**config.mk**
```make
export PLATFORM = sky130hd
export DESIGN_NAME = register_file_sb
export DESIGN_NICKNAME = d
export VERILOG_FILES = /design/src/rtl/register_file_sb.sv
export SDC_FILE = /design/constraint.sdc
export NUM_CORES = 2
export LEC_CHECK = 0
export ABC_CLOCK_PERIOD_IN_PS = 3400
export CAP_MARGIN = 10
export CORE_MARGIN = 4
export CORE_UTILIZATION = 38
export CTS_BUF_LIST = sky130_fd_sc_hd__clkbuf_4 sky130_fd_sc_hd__clkbuf_8 sky130_fd_sc_hd__clkbuf_16
export CTS_CLUSTER_DIAMETER = 100
export DETAILED_ROUTE_END_ITERATION = 6
export PLACE_DENSITY = 0.54
export SYNTH_ARGS = -nofsm -noshare
export SYNTH_HDL_FRONTEND = slang
export SYNTH_SLANG_ARGS = --single-unit
```
**constraint.sdc**
```tcl
create_clock -name clk -period 3.4 [get_ports clk]
set_input_delay 0.68 -clock clk [delete_from_list [all_inputs] [get_ports clk]]
set_output_delay 0.68 -clock clk [all_outputs]
set_load 0.01 [all_outputs]
```
**src/rtl/register_file_sb.sv**
```systemverilog
// Integer register file with per-register write-pending scoreboard.
// Combinational reads with write-through bypass; one synchronous write port.
module register_file_sb #(
   parameter int bits            = 32,
   parameter int no_of_registers = 32,
   parameter int read_ports      = 2,
   parameter int addr_width_DMEM = 10,
   parameter int sp_index        = 2,
   localparam int AW = $clog2(no_of_registers)
) (
   input  logic                       clk,
   input  logic                       async_reset_n,
   input  logic [read_ports*AW-1:0]   rs_addr,
   output logic [read_ports*bits-1:0] rs_data,
   output logic [read_ports-1:0]      rs_busy,
   output logic                       hazard,
   input  logic                       we,
   input  logic [AW-1:0]              rd_addr,
   input  logic [bits-1:0]            rd_data,
   input  logic                       issue_en,
   input  logic [AW-1:0]              issue_addr,
   input  logic                       flush
);

   localparam int NSLOT = 2**AW;
   localparam logic [bits-1:0] SP_RST =
      bits'(64'd1 << addr_width_DMEM);

   logic [bits-1:0]            regs_q [1:no_of_registers-1];
   logic [bits-1:0]            regs_d [1:no_of_registers-1];
   logic [no_of_registers-1:1] busy_q;
   logic [no_of_registers-1:1] busy_d;

   logic [bits-1:0]  rf [NSLOT];
   logic [NSLOT-1:0] valid;
   logic [NSLOT-1:0] busy_v;

   // Next state: writeback clears busy, issue re-marks it, flush wins.
   always_comb begin
      for (int n = 1; n < no_of_registers; n++) begin
         regs_d[n] = regs_q[n];
         busy_d[n] = busy_q[n];
         if (we && rd_addr == AW'(n)) begin
            regs_d[n] = rd_data;
            busy_d[n] = 1'b0;
         end
         if (issue_en && issue_addr == AW'(n)) begin
            busy_d[n] = 1'b1;
         end
         if (flush) begin
            busy_d[n] = 1'b0;
         end
      end
   end

   // Storage and scoreboard; SP resets to the top of data memory.
   always_ff @(posedge clk or negedge async_reset_n) begin
      if (!async_reset_n) begin
         for (int n = 1; n < no_of_registers; n++) begin
            regs_q[n] <= (n == sp_index) ? SP_RST : '0;
         end
         busy_q <= '0;
      end else begin
         regs_q <= regs_d;
         busy_q <= busy_d;
      end
   end

   // Expand to the full address space; x0 and unused slots read as empty.
   always_comb begin
      for (int n = 0; n < NSLOT; n++) begin
         valid[n]  = 1'b0;
         rf[n]     = '0;
         busy_v[n] = 1'b0;
      end
      for (int n = 1; n < no_of_registers; n++) begin
         valid[n]  = 1'b1;
         rf[n]     = regs_q[n];
         busy_v[n] = busy_q[n];
      end
   end

   // Read ports: zero for x0/out-of-range, then bypass, then storage.
   always_comb begin
      logic [AW-1:0] a;
      logic          byp;
      a       = '0;
      byp     = 1'b0;
      rs_data = '0;
      rs_busy = '0;
      for (int i = 0; i < read_ports; i++) begin
         a   = rs_addr[i*AW +: AW];
         byp = we && (rd_addr == a);
         rs_data[i*bits +: bits] =
            !valid[a] ? '0 : (byp ? rd_data : rf[a]);
         rs_busy[i] = valid[a] && busy_v[a] && !byp;
      end
   end

   assign hazard = |rs_busy;

endmodule
```
==> results.ini <==
[route]
drt_first_pass_iters=5
drcViolationCount=0
vias_cell=6.21
drt-initial-drc-count=3485
via_count=39777
wire_length_reported_by_the_detailed_router_um=207000
ant_nets=0
routed_wire_length_per_instance_um=32.4

[clock_tree]
cts.sink_count=1023
tritoncts=done
path_clk_slew_ns=0.06
ctsRootBufferMaster=sky130_fd_sc_hd__clkbuf_16
cts_max_path_buffers=3
clk_latency_ns=0.72
cts_made_buffers=113
clock_tree.htree_level_count=3

[synth]
synthesis.yosys.warnings=0
synth_seq_area_share_pct=45.7
dominant_cells_by_area_after_synthesis=sky130_fd_sc_hd__dfrtp_1, sky130_fd_sc_hd__mux2_2, sky130_fd_sc_hd__mux4_2
synth-edff-count=0
synth_async_sr_flop_share_pct=100
synth_flop_cell=sky130_fd_sc_hd__dfrtp_1
synthesis.nets=3934
yosys_register_bits=1023
netlist-cell-type-count=62
leading_area_contributor_after_synthesis=sky130_fd_sc_hd__dfrtp_1
netlist.area_leader.share_pct=45.7
syn_area_um2=56000
synthesis.instances=3877
post_synthesis_area_per_instance_um2=14.4

[floorplan]
fp.dieH_um=392
core_area_um2=146000
floorplan.initialDensity_pct=38.3
die_width_um=392
floorplan.io_pins=124
rows=140
design.die.area_um2=154000

[setup_path]
cp_top_family=buffers and inverters
rr_worst_depth=2
critical-path-slowest-cell=sky130_fd_sc_hd__nor4_4
path_common_cell=sky130_fd_sc_hd__buf_16
sum_of_buffers_and_inverters_on_the_critical_path=6
worstPathCellList=buf_16, xor2_4, nor4_4, buf_4, buf_6, nand3_4, buf_16, buf_8, o211ai_1, o21ai_1, buf_2
cp-start-kind=input port
critical_path_cell_count=11
worstPathRequired_ns=2.72
slowest_delay_ns=0.35
worst-path-max-fanout=4
worstSetupEndpointType=output port
critPathArrivalTime_ns=2.82
critical_path_class=in2out

[layout]
multi_input_area_um2=30000
num-fill-cells=12633
sequential_cell_area_um2=25600
final_layout_size_suffix_gt1_share_pct=61.7
nets=4457
syn2layout_area_growth_pct=26.5
layout.core_utilization_pct=48.5
most-common-layout-cells=sky130_fd_sc_hd__mux2_2, sky130_fd_sc_hd__dfrtp_1, sky130_fd_sc_hd__buf_4
fin_area_um2=70800
leading_cell_type_in_the_layout_fill_and_taps_excluded=sky130_fd_sc_hd__mux2_2

[sta]
fin_skew_ns=0
worst-slew-pin-transition_ns=0.873
finalHoldViolations=0
timing.fmax_mhz=286
final_min_period_over_clock_period_pct=103
final_setup_slack_of_the_worst_path_ns=-0.0974
count_of_final_setup_violators=14
rsz0062_at_grt=true
slew-limit-headroom_pct=41.8
period_minus_slack_ns=3.50
slew_violations=0

[run_status]
violations=setup timing
outcome=finished, violations left

[flow_run]
maxCapViolations=0

[placement]
dpl.hpwl_um=129000
place.gp.congestion=0.842
numPortBuffers=123
dpl-instance-area_um2=63900

[grt]
maximum_number_of_pins_on_one_net_before_global_route_repair=77
via_count_of_the_first_global_routing_pass=40537
grt_first_pass_wirelength_um=300000
initial_antenna_violation_count=10
grt_use_total_pct=26.9
grt_remaining_overflow=0

[pwr]
power_per_cell_area_nw_per_um2=539
leakage_nw=30.7
irDropWorstVdd_uv=426

[min_path]
holdCritPathClass=reg2reg
worst_hold_path.num_cells=1

-- stage by stage --
stage	hold slack, ns	setup WS (ns)	setup TNS (ns)	power [mW]	cells
after floorplan	0.384	0.452	0	21.4	3877
after global placement	0.493	-1.36	-48.41	24.6	6096
after detailed placement	0.496	-1.34	-46.41	24.8	6096
after CTS	0.514	-0.120	-0.979	38.2	6387
after global routing	0.526	-0.134	-1.52	39.7	6403
final	0.513	-0.0974	-0.571	38.2	6407
-- logic make-up (layout without fill, tap and decap cells) --
kind of cell | after synthesis | after routing | synth area share (%)
AOI/OAI and AO/OA | 330 | 330 | 4.41
muxes | 1642 | 1642 | 42.0
xor gates and xnor gates | 10 | 10 | 0.156
buffers and inverters | 426 | 1035 | 3.86
DFF | 1023 | 1023 | 45.7
and+or+nand+nor | 446 | 446 | 3.85
other | 0 | 4 | 0
-- where the power goes --
part | leakage [nW] | total, mW | internal (mW) | switching (mW)
combinational | 15.6 | 9.01 | 5.41 | 3.61
sequential | 13.1 | 16.2 | 14.5 | 1.74
clock | 1.96 | 12.9 | 7.65 | 5.27
total | 30.7 | 38.2 | 27.6 | 10.6
-- synth_stat cells (6+ instances only) --
cell	n
sky130_fd_sc_hd__buf_1	15
sky130_fd_sc_hd__xnor2_1	6
sky130_fd_sc_hd__a21oi_1	19
sky130_fd_sc_hd__nand3_1	35
sky130_fd_sc_hd__nor2_1	92
sky130_fd_sc_hd__buf_2	157
sky130_fd_sc_hd__mux2_2	1071
sky130_fd_sc_hd__o211ai_1	13
sky130_fd_sc_hd__a22oi_1	31
sky130_fd_sc_hd__dfrtp_1	1022
sky130_fd_sc_hd__a211oi_1	82
sky130_fd_sc_hd__nor3_1	83
sky130_fd_sc_hd__o21ai_0	21
sky130_fd_sc_hd__buf_6	27
sky130_fd_sc_hd__mux2_1	34
sky130_fd_sc_hd__nor2b_1	78
sky130_fd_sc_hd__o41ai_1	31
sky130_fd_sc_hd__buf_4	36
sky130_fd_sc_hd__nand2_1	121
sky130_fd_sc_hd__o22ai_1	49
sky130_fd_sc_hd__a221oi_1	65
sky130_fd_sc_hd__mux4_2	457
sky130_fd_sc_hd__mux2i_1	80
sky130_fd_sc_hd__nand2b_1	13
sky130_fd_sc_hd__clkbuf_1	182
-- worst register-to-register path: stages (launching register included) --
cell,delay [ns]
sky130_fd_sc_hd__dfrtp_1,0.39
sky130_fd_sc_hd__buf_4,0.14
sky130_fd_sc_hd__mux2_2,0.26
-- area by class of cell --
type	count	share of cell area [%]
antenna	4	0.0141
tap	1917	3.39
inverter	3	0.0194
clock buffer	171	4.93
multi-input combinational	2428	42.3
timing repair buffer	831	12.6
sequential	1023	36.1
clock inverter	30	0.562
-- path summary, 6_finish.rpt --
path | slack, ns | to | from
setup / recovery | -0.1 | rs_data[48] | rs_addr[6]
hold / removal | 0.51 | regs_q[365] | regs_q[365]
setup reg to reg | 2.49 | regs_q[299] | regs_q[299]
hold reg to reg | 0.51 | regs_q[365] | regs_q[365]
max in group asynchronous | 1.74 | regs_q[569] | async_reset_n
min in group asynchronous | 0.57 | regs_q[485] | async_reset_n
-- repair_timing --
action	in CTS	in global routing
pin swaps	67	57
buffers inserted	93	24
endpoints found under the setup margin	67	66
resized for setup	565	124
hold endpoints to repair	25	0
hold buffers	1	0
cloned	13	1
-- routing by layer --
| layer | up-vias | wire length (um) | global-route usage [%] |
|---|---|---|---|
| li1 | 16049 | - | - |
| met1 | 21712 | 92100 | 39.3 |
| met2 | 1698 | 92600 | 40.1 |
| met3 | 314 | 16800 | 6.21 |
| met4 | 4 | 5920 | 7.99 |
| met5 | - | 26 | 0 |
-- sequential cells by signal, summed over array words and instances (netlist names) --
name and cells:
regs_q 992, busy_q 31
Power figures use the tool's default switching activity.
